**src/rtl/seq_signed_div.sv**
```systemverilog
// seq_signed_div: restoring shift-subtract divider, one quotient bit per cycle, signed or unsigned.
// Define SEQ_DIV_ZERO_DETECT_EN to short-cut a zero divisor and raise div_by_zero.
module seq_signed_div #(
   parameter int WIDTH = 16
) (
   input  logic             clk,
   input  logic             rst_n,
   input  logic             start,
   input  logic             signed_mode,
   input  logic [WIDTH-1:0] dividend,
   input  logic [WIDTH-1:0] divisor,
   output logic             busy,
   output logic             done,
   output logic [WIDTH-1:0] quotient,
   output logic [WIDTH-1:0] remainder,
   output logic             div_by_zero
);
   localparam int CW = $clog2(WIDTH + 1);
   typedef enum logic [1:0] {IDLE, RUN, FIX, DONE} state_t;
   state_t state;
   logic [CW-1:0] cnt;
   logic [WIDTH-1:0] acc, dsr, rem;
   logic [WIDTH:0] diff;
   logic neg_q, neg_r, neg_a, neg_b, fits;
   assign neg_a = signed_mode & dividend[WIDTH-1];
   assign neg_b = signed_mode & divisor[WIDTH-1];
   // the partial remainder never reaches 2^WIDTH, so bit WIDTH of diff is the borrow
   assign diff = {rem, acc[WIDTH-1]} - {1'b0, dsr};
   assign fits = ~diff[WIDTH];
`ifdef SEQ_DIV_ZERO_DETECT_EN
   logic dz;
`else
   assign div_by_zero = 1'b0;
`endif
   always_ff @(posedge clk or negedge rst_n) begin
      if (!rst_n) begin
         state     <= IDLE;
         cnt       <= '0;
         acc       <= '0;
         dsr       <= '0;
         rem       <= '0;
         neg_q     <= 1'b0;
         neg_r     <= 1'b0;
         busy      <= 1'b0;
         done      <= 1'b0;
         quotient  <= '0;
         remainder <= '0;
`ifdef SEQ_DIV_ZERO_DETECT_EN
         dz          <= 1'b0;
         div_by_zero <= 1'b0;
`endif
      end else begin
         done <= 1'b0;
         case (state)
            IDLE: if (start && !done) begin
               acc   <= neg_a ? -dividend : dividend;
               dsr   <= neg_b ? -divisor : divisor;
               rem   <= '0;
               neg_q <= neg_a ^ neg_b;
               neg_r <= neg_a;
               cnt   <= CW'(WIDTH);
               busy  <= 1'b1;
               state <= RUN;
`ifdef SEQ_DIV_ZERO_DETECT_EN
               dz <= divisor == '0;
               if (divisor == '0) begin
                  acc   <= '1;
                  rem   <= dividend;
                  neg_q <= 1'b0;
                  neg_r <= 1'b0;
                  state <= FIX;
               end
`endif
            end
            RUN: begin
               rem   <= fits ? diff[WIDTH-1:0] : {rem[WIDTH-2:0], acc[WIDTH-1]};
               acc   <= {acc[WIDTH-2:0], fits};
               cnt   <= cnt - CW'(1);
               state <= (cnt == CW'(1)) ? FIX : RUN;
            end
            FIX: begin
               acc   <= neg_q ? -acc : acc;
               rem   <= neg_r ? -rem : rem;
               state <= DONE;
            end
            DONE: begin
               quotient  <= acc;
               remainder <= rem;
               done      <= 1'b1;
               busy      <= 1'b0;
               state     <= IDLE;
`ifdef SEQ_DIV_ZERO_DETECT_EN
               div_by_zero <= dz;
`endif
            end
            default: state <= IDLE;
         endcase
      end
   end
endmodule

```
**config.mk**
```make
export PLATFORM = sky130hd
export DESIGN_NAME = seq_signed_div
export DESIGN_NICKNAME = d
export VERILOG_FILES = /design/src/rtl/seq_signed_div.sv
export SDC_FILE = /design/constraint.sdc
export NUM_CORES = 1
export LEC_CHECK = 0
export ABC_AREA = 1
export BUFFER_PORTS_ARGS = -buffer_cell sky130_fd_sc_hd__buf_2
export CELL_PAD_IN_SITES_DETAIL_PLACEMENT = 0
export CELL_PAD_IN_SITES_GLOBAL_PLACEMENT = 2
export CORE_MARGIN = 4
export CORE_UTILIZATION = 30
export CTS_CLUSTER_SIZE = 14
export DETAILED_ROUTE_END_ITERATION = 8
export PLACE_DENSITY_LB_ADDON = 0.12
export SYNTH_ARGS = -nofsm -noshare
export SYNTH_HDL_FRONTEND = slang
export SYNTH_SLANG_ARGS = --single-unit
```
**constraint.sdc**
```tcl
create_clock -name clk -period 1.91 [get_ports clk]
set_input_delay 0.0955 -clock clk [delete_from_list [all_inputs] [get_ports clk]]
set_output_delay 0.0955 -clock clk [all_outputs]
set_load 0.01 [all_outputs]
```
### Yosys cells after proc, flatten, opt, wreduce, memory -nomap -nowiden

Index checks and enable logic that the tools add are counted.

| storage, ports and cells | value |
|---|---|
| input port bits | 36 |
| logic and storage cells | 56 |
| register bits after elaboration | 91 |

| operators by class | value |
|---|---|
| $add $sub $neg | 6 |
| eq/ne operators | 7 |
| multiplexer cells | 17 |
| reductions and logical operators | 11 |
| bitwise logic cells | 4 |

Operators with widths:

| cell | number |
|---|---|
| $mux W16 | 7 |
| $pmux W16 S3 | 2 |
| $neg A16 Y16 | 4 |
| $sub A17 B16 Y17 | 1 |
| $pmux W5 S2 | 1 |
| $pmux W2 S4 | 1 |
| $ne A2 B2 Y1 const B | 3 |
| $reduce_and A2 Y1 | 3 |
| $reduce_and A3 Y1 | 2 |
| $eq A5 B1 Y1 const B | 1 |
| $mux W5 | 1 |
| $sub A5 B1 Y5 const B | 1 |
| $eq A2 B2 Y1 const B | 2 |
| $mux W2 | 2 |
| $reduce_bool A2 Y1 | 2 |
| $reduce_bool A3 Y1 | 1 |
| $and A1 B1 Y1 | 2 |
| $eq A2 B1 Y1 const B | 1 |
| $logic_not A2 Y1 | 1 |
| $mux W1 | 2 |
| $pmux W1 S2 | 1 |
| $logic_and A1 B1 Y1 | 1 |
| $logic_not A1 Y1 | 1 |
| $not A1 Y1 | 1 |
| $xor A1 B1 Y1 | 1 |

### Depth between registers and ports, before layout

Gate-level depths: netlist (run 1).

| logic depth | value |
|---|---|
| depth after elaboration | 4 |
| mapped depth | 18 |
| mapped depth without buffers | 18 |

### Worst setup path before layout (run 1)

No wires, ideal clock.

| timing | value |
|---|---|
| kind | register to register |
| from | register acc[15] |
| to | register rem[10] |
| data arrival time | 1.964 ns |
| setup slack | -0.170 ns |
| setup time | 0.116 ns |
| period minus slack after synthesis | 2.080 ns |
| cell stages (with the launch flop) | 17 |
| path through | dfrtp_1 > inv_1 > ha_1 > inv_1 > fa_1 > nand2_1 > nand2_2 > nand3_2 > nand2_2 > nand2_4 > nand3_2 > nand2_4 > nand2_1 > nand3_1 > nand2_1 > nand2_1 > nand2_1 |

| on the way | value |
|---|---|
| word-level cells in the longest chain between the ends | 3 |

Ends and longest elaborated chain:

| item | line | text |
|---|---|---|
| start, declared | 22 | `logic [WIDTH-1:0] acc, dsr, rem;` |
| start signal, assigned | 56 | `acc <= neg_a ? -dividend : dividend;` |
| start signal, assigned | 77 | `acc <= {acc[WIDTH-2:0], fits};` |
| start signal, assigned | 82 | `acc <= neg_q ? -acc : acc;` |
| $sub A17 B16 Y17 | 28 | `assign diff = {rem, acc[WIDTH-1]} - {1'b0, dsr};` |
| $mux W16 | 76 | `rem <= fits ? diff[WIDTH-1:0] : {rem[WIDTH-2:0], acc[WIDTH-1]};` |
| $pmux W16 S3 | 54 | `case (state)` |
| end signal, assigned | 76 |  |
| end signal, assigned | 83 | `rem <= neg_r ? -rem : rem;` |
| end, declared | 22 |  |

Every way passes these cells.
A chain may end at the register's enable or synchronous reset.

### Worst setup path in the final report (run 1)

| timing | value |
|---|---|
| from | register acc[15] |
| to | register acc[0] |

| on the way | value |
|---|---|
| word-level cells in the longest chain between the ends | 3 |

Ends and longest elaborated chain:

| item | line | text |
|---|---|---|
| $sub A17 B16 Y17 | 28 |  |
| $not A1 Y1 | 29 | `assign fits = ~diff[WIDTH];` |
| $pmux W16 S3 | 54 |  |

Every way passes these cells.

==> results of run 1 <==
worst min-delay path, delay by kind of cell:
kind | cells | cell delay [ps]
buf+inv | 1 | 100
simple gates | 3 | 190
power breakdown:
group	switching, W	internal, W	leakage (nW)	total, W
Combinational	0.00719	0.00522	3.43	0.0124
Sequential	0.000656	0.00282	1.16	0.00348
Clock	0.000859	0.00120	0.165	0.00206
per-stage QoR:
stage | setup slack [ps] | setup TNS, ps | power [W] | cell area (µm²) | utilization
final | -212.5 | -2880 | 0.01795 | 8793 | 0.4029
after global routing | -337.3 | -4936 | 0.01979 | 8793 | 0.4029
after CTS | -173.4 | -2634 | 0.01764 | 8596 | 0.3939
after detailed placement | -229.2 | -3371 | 0.01503 | 8125 | 0.3723
after global placement | -185.5 | -2401 | 0.01500 | 8125 | 0.3723
after floorplan | -82.07 | -1164 | 0.01023 | 6685 | -
sequential cells by signal, indices dropped and copies added (netlist names), named ones only:
signal     flops
acc           16
dsr           16
quotient      16
rem           16
remainder     16
cnt            5
busy           1
done           1
neg_q          1
neg_r          1
state          1
metal layers:
metal | vias up | track usage | part of all wire
li1 | 3571 | - | -
met1 | 3142 | 0.2509 | 0.48
met2 | 81 | 0.3064 | 0.48
met3 | 15 | 0.02600 | 0.026
met4 | 2 | 0.03182 | 0.011
met5 | - | 0 | 0.00059
layout make-up:
| class | instances | area [µm²] |
|---|---|---|
| Clock buffer | 10 | 239.0 |
| Clock inverter | 6 | 93.84 |
| Fill cell | 2409 | 13030 |
| Inverter | 141 | 529.3 |
| Multi-Input combinational cell | 749 | 3993 |
| Sequential cell | 91 | 2277 |
| Tap cell | 280 | 350.3 |
| Timing Repair Buffer | 190 | 1311 |
logic make-up (layout without fill, tap and decap cells):
| family | Yosys count | after routing | synth area share |
|---|---|---|---|
| multiplexers | 5 | 5 | 0.008477 |
| adder cells (fa/ha/maj) | 28 | 28 | 0.05388 |
| AO/OA/AOI/OAI | 133 | 133 | 0.1091 |
| buffers and inverters | 167 | 347 | 0.09834 |
| XOR/XNOR | 19 | 19 | 0.02506 |
| other | 1 | 1 | 0.0005646 |
| AND/OR/NAND/NOR | 560 | 563 | 0.3617 |
| flip-flops | 91 | 91 | 0.3429 |
cell usage in the layout, fill, tap and decap left out, types with 3 or more instances in the layout:
cell       Yosys  layout
nand2_1      322     300
inv_1        136     131
buf_4          4     116
nor2_1        96      93
dfrtp_1       91      91
nand3_1       88      75
buf_2          3      68
o21ai_0       53      52
a21oi_1       53      51
nand2_2        5      25
ha_1          27      22
nand3_2        3      15
xor2_1        14      14
nor3_1        12      12
nand3b_1      10      10
nand4_1       10      10
inv_2          4       9
o22ai_1        9       9
clkbuf_16      0       9
a31oi_1        7       7
xnor2_1        5       5
nand2_8        0       5
mux2_2         5       5
nand2_4        5       4
nor2_2         1       4
buf_12         0       4
a21oi_2        1       3
nand3_4        1       3
o211ai_1       3       3
ha_4           0       3
how the worst max path moves through the flow:
stage / slack [ps] / end / from
4_1_cts: -170 / rem[11] / acc[15]
2_1_floorplan: -80 / rem[6] / acc[15]
6_report: -210 / acc[0] / acc[15]
5_1_grt: -340 / rem[11] / acc[15]
3_5_place_dp: -230 / rem[10] / acc[15]
3_3_place_gp: -190 / rem[10] / acc[15]
timing repair:
action | CTS | global route
endpoints found under the setup margin | 17 | 24
pin swaps | 11 | 22
gates resized for setup | 19 | 33
cloned | 1 | 2
hold endpoints to repair | 23 | 0
setup buffers | 3 | 6
hold buffers | 2 | 0
==> flow_results.xml, run 1 <==
<?xml version="1.0" encoding="UTF-8"?>
<metrics>
  <group name="run_status">
    <metric name="outcome" unit="">complete, but fails checks</metric>
    <metric name="failing_checks" unit="">negative setup slack</metric>
  </group>
  <group name="clocking">
    <metric name="cts_made_buffers" unit="">9</metric>
    <metric name="clock_tree.buffer_depth" unit="">2</metric>
    <metric name="cts.clk_slew.worst_paths" unit="ps">70</metric>
    <metric name="tritoncts" unit="">done</metric>
    <metric name="clkLatencyLatePin" unit="ps">350</metric>
    <metric name="htree_num_levels" unit="">3</metric>
    <metric name="cts.sinks" unit="">91</metric>
    <metric name="clock_root_buffer" unit="">clkbuf_16</metric>
  </group>
  <group name="critical_path">
    <metric name="worstReg2RegEnd" unit="">acc[0]</metric>
    <metric name="crit_path_frequent_cell" unit="">nand2_2</metric>
    <metric name="timing.critical_path.from_type" unit="">register</metric>
    <metric name="reg2regPathDepth" unit="">15</metric>
    <metric name="critical_path.endpoint_type" unit="">register</metric>
    <metric name="critPathSlowestCell" unit="">dfrtp_1</metric>
    <metric name="worstPathArrival" unit="ps">2360</metric>
    <metric name="r2r-start" unit="">acc[15]</metric>
    <metric name="path_cells" unit="">inv_2 &gt; ha_4 &gt; inv_2 &gt; fa_2 &gt; nand2_2 &gt; nand2_2 &gt; nand3_2 &gt; nand2_2 &gt; nand2_4 &gt; nand3_4 &gt; nand3_4 &gt; buf_4 &gt; nand2_2 &gt; nand2_1 &gt; o21ai_1</metric>
    <metric name="worst-path-stages" unit="">15</metric>
    <metric name="cp_max_fo" unit="">5</metric>
    <metric name="worstPathRequired" unit="ps">2150</metric>
    <metric name="critical-path-top-delay-family" unit="">simple AND/OR/NAND/NOR gates</metric>
    <metric name="slowest_delay" unit="ps">380</metric>
    <metric name="critical_path.n_buffers_inverters" unit="">3</metric>
    <metric name="critPathKind" unit="">register to register</metric>
    <metric name="reg2reg_setup_slack" unit="ps">-210</metric>
  </group>
  <group name="route">
    <metric name="wl_per_cell" unit="µm">14.92</metric>
    <metric name="drcViolationCount" unit="">0</metric>
    <metric name="vias_per_cell" unit="">4.643</metric>
    <metric name="route.antenna.remaining_nets" unit="">0</metric>
    <metric name="wl" unit="mm">21.89</metric>
    <metric name="initialDrtViolationCount" unit="">309</metric>
    <metric name="detail_route.first_pass.iterations" unit="">5</metric>
    <metric name="num_vias" unit="">6811</metric>
  </group>
  <group name="yosys">
    <metric name="netlist.top_cell.by_area" unit="">dfrtp_1</metric>
    <metric name="synth_common_cells" unit="">322 x nand2_1, 136 x inv_1, 96 x nor2_1</metric>
    <metric name="synth-async-reset-ratio" unit="">1.000</metric>
    <metric name="synth_seq_area_share" unit="">0.3429</metric>
    <metric name="yosys.cell_count.top_type" unit="">nand2_1</metric>
    <metric name="avgSynthCellArea" unit="µm²">6.615</metric>
    <metric name="syn_nets" unit="">1068</metric>
    <metric name="synth_edf_count" unit="">0</metric>
    <metric name="yosysTopAreaCellShare" unit="">0.3429</metric>
    <metric name="top_post_synthesis_cells_by_area" unit="">dfrtp_1 34%, nand2_1 18%, inv_1 7.7%, nand3_1 6.6%, nor2_1 5.4%</metric>
    <metric name="synth_cells" unit="">1004</metric>
    <metric name="most_used_flip_flop_cell_after_synthesis" unit="">dfrtp_1</metric>
    <metric name="synth-seq-cells" unit="">91</metric>
    <metric name="synthesis.yosys.warnings" unit="">0</metric>
    <metric name="synth.lib_cells_used.distinct" unit="">43</metric>
    <metric name="post_synth_instance_area" unit="µm²">6641</metric>
  </group>
  <group name="cells_and_area">
    <metric name="layout-area-overhead-vs-synth" unit="%">32.40</metric>
    <metric name="num-nets-final" unit="">1246</metric>
    <metric name="drive_gt1_frac" unit="">0.2435</metric>
    <metric name="final-instance-count-excl-fill" unit="">1467</metric>
    <metric name="antenna_cells_inserted" unit="">0</metric>
  </group>
  <group name="hold_path">
    <metric name="hp-start" unit="">divisor[10]</metric>
    <metric name="hold-path-cell-count" unit="">4</metric>
    <metric name="hold_end" unit="">dsr[10]</metric>
    <metric name="hold_path.class" unit="">input port to register</metric>
  </group>
  <group name="global_route">
    <metric name="global_route.usage.total" unit="">0.1816</metric>
    <metric name="global_route_wire_length_before_repair" unit="mm">35.34</metric>
    <metric name="grt.overflow.total" unit="">0</metric>
    <metric name="grt_max_degree" unit="">62</metric>
    <metric name="antenna_found_initial" unit="">1</metric>
    <metric name="via_count_of_the_first_global_routing_pass" unit="">6653</metric>
  </group>
  <group name="sta">
    <metric name="max_freq" unit="MHz">471.1</metric>
    <metric name="setup_viol" unit="">17</metric>
    <metric name="rsz0062_at_grt" unit="">yes</metric>
    <metric name="timing.final.crit_share" unit="">1.111</metric>
    <metric name="finClkSkew" unit="ps">9.109</metric>
    <metric name="drv_slew" unit="">0</metric>
    <metric name="final.setup.worst_slack" unit="ps">-212.5</metric>
    <metric name="final_hold_viol_count" unit="">0</metric>
    <metric name="layout_min_cycle_time" unit="ps">2123</metric>
    <metric name="worst_hold_slack" unit="ps">73.41</metric>
  </group>
  <group name="placed_design">
    <metric name="detailedPlacementHpwl" unit="mm">17.28</metric>
    <metric name="place_congestion" unit="">0.7927</metric>
    <metric name="io_buffer_count" unit="">69</metric>
    <metric name="place.detailed.instances" unit="">1437</metric>
  </group>
  <group name="floorplanning">
    <metric name="std_cell_rows" unit="">54</metric>
    <metric name="floorplan.die_area" unit="µm²">24580</metric>
    <metric name="start_util" unit="">0.3043</metric>
    <metric name="floorplan.die.width" unit="µm">156.8</metric>
    <metric name="ios" unit="">71</metric>
    <metric name="floorplan.core_area" unit="µm²">21820</metric>
    <metric name="die_y" unit="µm">156.8</metric>
  </group>
  <group name="power_and_ir_drop">
    <metric name="p_leak" unit="nW">4.754</metric>
    <metric name="power_density" unit="nW/µm²">2042</metric>
    <metric name="power.ir.vdd_worst" unit="V">0.0005998</metric>
  </group>
  <group name="flow_run">
    <metric name="timing.max_cap.violations" unit="">0</metric>
  </group>
</metrics>
No activity file was read; power rests on OpenSTA's default activity.
==> run 2, diff against run 1 <==
--- a/config.mk
+++ b/config.mk
@@ -14,6 +14,7 @@
 export CTS_CLUSTER_SIZE = 14
 export DETAILED_ROUTE_END_ITERATION = 8
 export PLACE_DENSITY_LB_ADDON = 0.12
+export SKIP_LAST_GASP = 1
 export SYNTH_ARGS = -nofsm -noshare
 export SYNTH_HDL_FRONTEND = slang
 export SYNTH_SLANG_ARGS = --single-unit
==> flow_results.xml, run 2 (synthesis gave the netlist of run 1 again) <==
<?xml version="1.0" encoding="UTF-8"?>
<metrics>
  <group name="critical_path">
    <metric name="worstReg2RegEnd" unit="">rem[12]</metric>
    <metric name="worstPathRequired" unit="ps">2160</metric>
    <metric name="worstPathArrival" unit="ps">2330</metric>
    <metric name="reg2reg_setup_slack" unit="ps">-170</metric>
    <metric name="critical_path.endpoint_type" unit="">register</metric>
    <metric name="reg2regPathDepth" unit="">16</metric>
    <metric name="cp_max_fo" unit="">7</metric>
    <metric name="r2r-start" unit="">acc[15]</metric>
    <metric name="critPathKind" unit="">register to register</metric>
    <metric name="timing.critical_path.from_type" unit="">register</metric>
  </group>
  <group name="global_route">
    <metric name="grt_max_degree" unit="">62</metric>
    <metric name="antenna_found_initial" unit="">1</metric>
    <metric name="global_route.usage.total" unit="">0.1817</metric>
    <metric name="via_count_of_the_first_global_routing_pass" unit="">6651</metric>
    <metric name="global_route_wire_length_before_repair" unit="mm">35.35</metric>
    <metric name="grt.overflow.total" unit="">0</metric>
  </group>
  <group name="sta">
    <metric name="setup_viol" unit="">17</metric>
    <metric name="final.setup.worst_slack" unit="ps">-174.7</metric>
    <metric name="layout_min_cycle_time" unit="ps">2085</metric>
    <metric name="final_layout_setup_total_negative_slack" unit="ps">-2665</metric>
    <metric name="finClkSkew" unit="ps">11.01</metric>
    <metric name="max_freq" unit="MHz">479.7</metric>
    <metric name="rsz0062_at_grt" unit="">yes</metric>
    <metric name="timing.final.crit_share" unit="">1.091</metric>
    <metric name="final_hold_viol_count" unit="">0</metric>
    <metric name="drv_slew" unit="">0</metric>
  </group>
  <group name="cells_and_area">
    <metric name="commonest_non_fill_non_tap_cell_in_the_layout" unit="">nand2_1</metric>
    <metric name="num-nets-final" unit="">1244</metric>
    <metric name="final-instance-count-excl-fill" unit="">1465</metric>
    <metric name="drive_gt1_frac" unit="">0.2388</metric>
    <metric name="antenna_cells_inserted" unit="">0</metric>
    <metric name="layout-area-overhead-vs-synth" unit="%">32.01</metric>
    <metric name="final_cell_mix" unit="">303 x nand2_1, 132 x inv_1, 115 x buf_4, 93 x nor2_1, 91 x dfrtp_1</metric>
  </group>
  <group name="power_and_ir_drop">
    <metric name="total_power" unit="W">0.01788</metric>
    <metric name="power_density" unit="nW/µm²">2039</metric>
    <metric name="internal_power" unit="W">0.009224</metric>
    <metric name="p_comb_frac" unit="">0.691</metric>
    <metric name="power.share.switching" unit="">0.4841</metric>
    <metric name="power.ir.vdd_worst" unit="V">0.0005992</metric>
    <metric name="p_leak" unit="nW">4.738</metric>
    <metric name="p_switching" unit="W">0.008656</metric>
    <metric name="seq_power_share" unit="">0.194</metric>
    <metric name="power_frac_clock" unit="">0.115</metric>
  </group>
  <group name="clocking">
    <metric name="clkLatencyLatePin" unit="ps">350</metric>
    <metric name="cts_made_buffers" unit="">9</metric>
    <metric name="htree_num_levels" unit="">3</metric>
    <metric name="cts.sinks" unit="">91</metric>
    <metric name="clock_tree.buffer_depth" unit="">2</metric>
    <metric name="clock_root_buffer" unit="">clkbuf_16</metric>
    <metric name="tritoncts" unit="">done</metric>
    <metric name="cts.clk_slew.worst_paths" unit="ps">80</metric>
  </group>
  <group name="hold_path">
    <metric name="hp-start" unit="">divisor[0]</metric>
    <metric name="hold_path.class" unit="">input port to register</metric>
    <metric name="hold_end" unit="">dsr[0]</metric>
    <metric name="hold-path-cell-count" unit="">3</metric>
  </group>
  <group name="run_status">
    <metric name="outcome" unit="">complete, but fails checks</metric>
    <metric name="failing_checks" unit="">negative setup slack</metric>
  </group>
  <group name="floorplanning">
    <metric name="start_util" unit="">0.3043</metric>
    <metric name="ios" unit="">71</metric>
    <metric name="floorplan.die_area" unit="µm²">24580</metric>
    <metric name="std_cell_rows" unit="">54</metric>
    <metric name="floorplan.die.width" unit="µm">156.8</metric>
    <metric name="floorplan.core_area" unit="µm²">21820</metric>
    <metric name="die_y" unit="µm">156.8</metric>
  </group>
  <group name="placed_design">
    <metric name="io_buffer_count" unit="">69</metric>
    <metric name="pre_cts_slack" unit="ps">-229.2</metric>
    <metric name="place_congestion" unit="">0.7927</metric>
    <metric name="detailedPlacementHpwl" unit="mm">17.28</metric>
    <metric name="place.detailed.instances" unit="">1437</metric>
  </group>
  <group name="flow_run">
    <metric name="timing.max_cap.violations" unit="">0</metric>
  </group>
  <group name="route">
    <metric name="drcViolationCount" unit="">0</metric>
    <metric name="wl_per_cell" unit="µm">14.92</metric>
    <metric name="initialDrtViolationCount" unit="">330</metric>
    <metric name="vias_per_cell" unit="">4.594</metric>
    <metric name="num_vias" unit="">6730</metric>
    <metric name="detail_route.first_pass.iterations" unit="">5</metric>
    <metric name="wl" unit="mm">21.86</metric>
    <metric name="route.antenna.remaining_nets" unit="">0</metric>
  </group>
</metrics>
==> run 2: cell count changes in the layout (fill, tap and decap cells not counted), sizes merged <==
cell | before | now
buf | 188 | 187
nand2 | 334 | 333
==> run 2: per-layer routing <==
metal  wire length, µm  up-vias  GRT usage
met5                13        -          0
met3               502       13    0.02600
met4               208        2    0.03182
li1                  -     3565          -
met1             10560     3086     0.2511
met2             10580       64     0.3064
==> run 2: timing repair <==
action,4_1_cts,5_1_grt
pin swaps,11,19
gates cloned,1,1
resized for setup,16,31
endpoints found under the setup margin,17,24
setup buffers,3,5
hold buffers,2,0
hold endpoints to repair,23,0
==> run 2: worst max-delay path by stage <==
| stage | slack [ps] | start | end |
|---|---|---|---|
| after global routing | -350 | acc[15] | rem[11] |
| after CTS | -170 | acc[15] | rem[11] |
| after floorplan | -80 | acc[15] | rem[6] |
| after detailed placement | -230 | acc[15] | rem[10] |
| after global placement | -190 | acc[15] | rem[10] |
| final | -170 | acc[15] | rem[12] |
==> run 2: stage by stage <==
step	area [µm²]	hold slack, ps	utilization
final	8767	76.85	0.4017
after global routing	8767	75.84	0.4017
after detailed placement	8125	66.74	0.3723
after global placement	8125	63.33	0.3723
after floorplan	6685	-200.1	-
after CTS	8588	62.94	0.3935
==> run 2: worst max-delay path, cell delays in order, from the launching register on <==
cell and delay, ps:
dfrtp_1 380, inv_2 80, ha_4 120, inv_2 40, fa_2 350, nand2_2 70
nand2_2 70, nand3_2 80, nand2_2 70, nand2_4 130, nand3_4 170, nand2_4 150
nand2_2 60, nand3_2 50, nand2_1 60, nand2_1 60, nand2_1 40
==> run 2: final cells by class <==
| class | instances | area, µm² |
|---|---|---|
| Fill cell | 2407 | 13060 |
| Clock inverter | 6 | 93.84 |
| Clock buffer | 10 | 239.0 |
| Tap cell | 280 | 350.3 |
| Timing Repair Buffer | 189 | 1304 |
| Sequential cell | 91 | 2277 |
| Inverter | 141 | 529.3 |
| Multi-Input combinational cell | 748 | 3974 |
==> run 2: power by group through the flow <==
| stage | sequential (W) | combinational, W | clock, W |
|---|---|---|---|
| 2_1_floorplan | 0.00355 | 0.00668 | 0 |
| 3_3_place_gp | 0.00349 | 0.0115 | 0 |
| 3_5_place_dp | 0.00350 | 0.0115 | 0 |
| 4_1_cts | 0.00348 | 0.0120 | 0.00212 |
| 5_1_grt | 0.00359 | 0.0139 | 0.00219 |
| 6_report | 0.00347 | 0.0123 | 0.00206 |
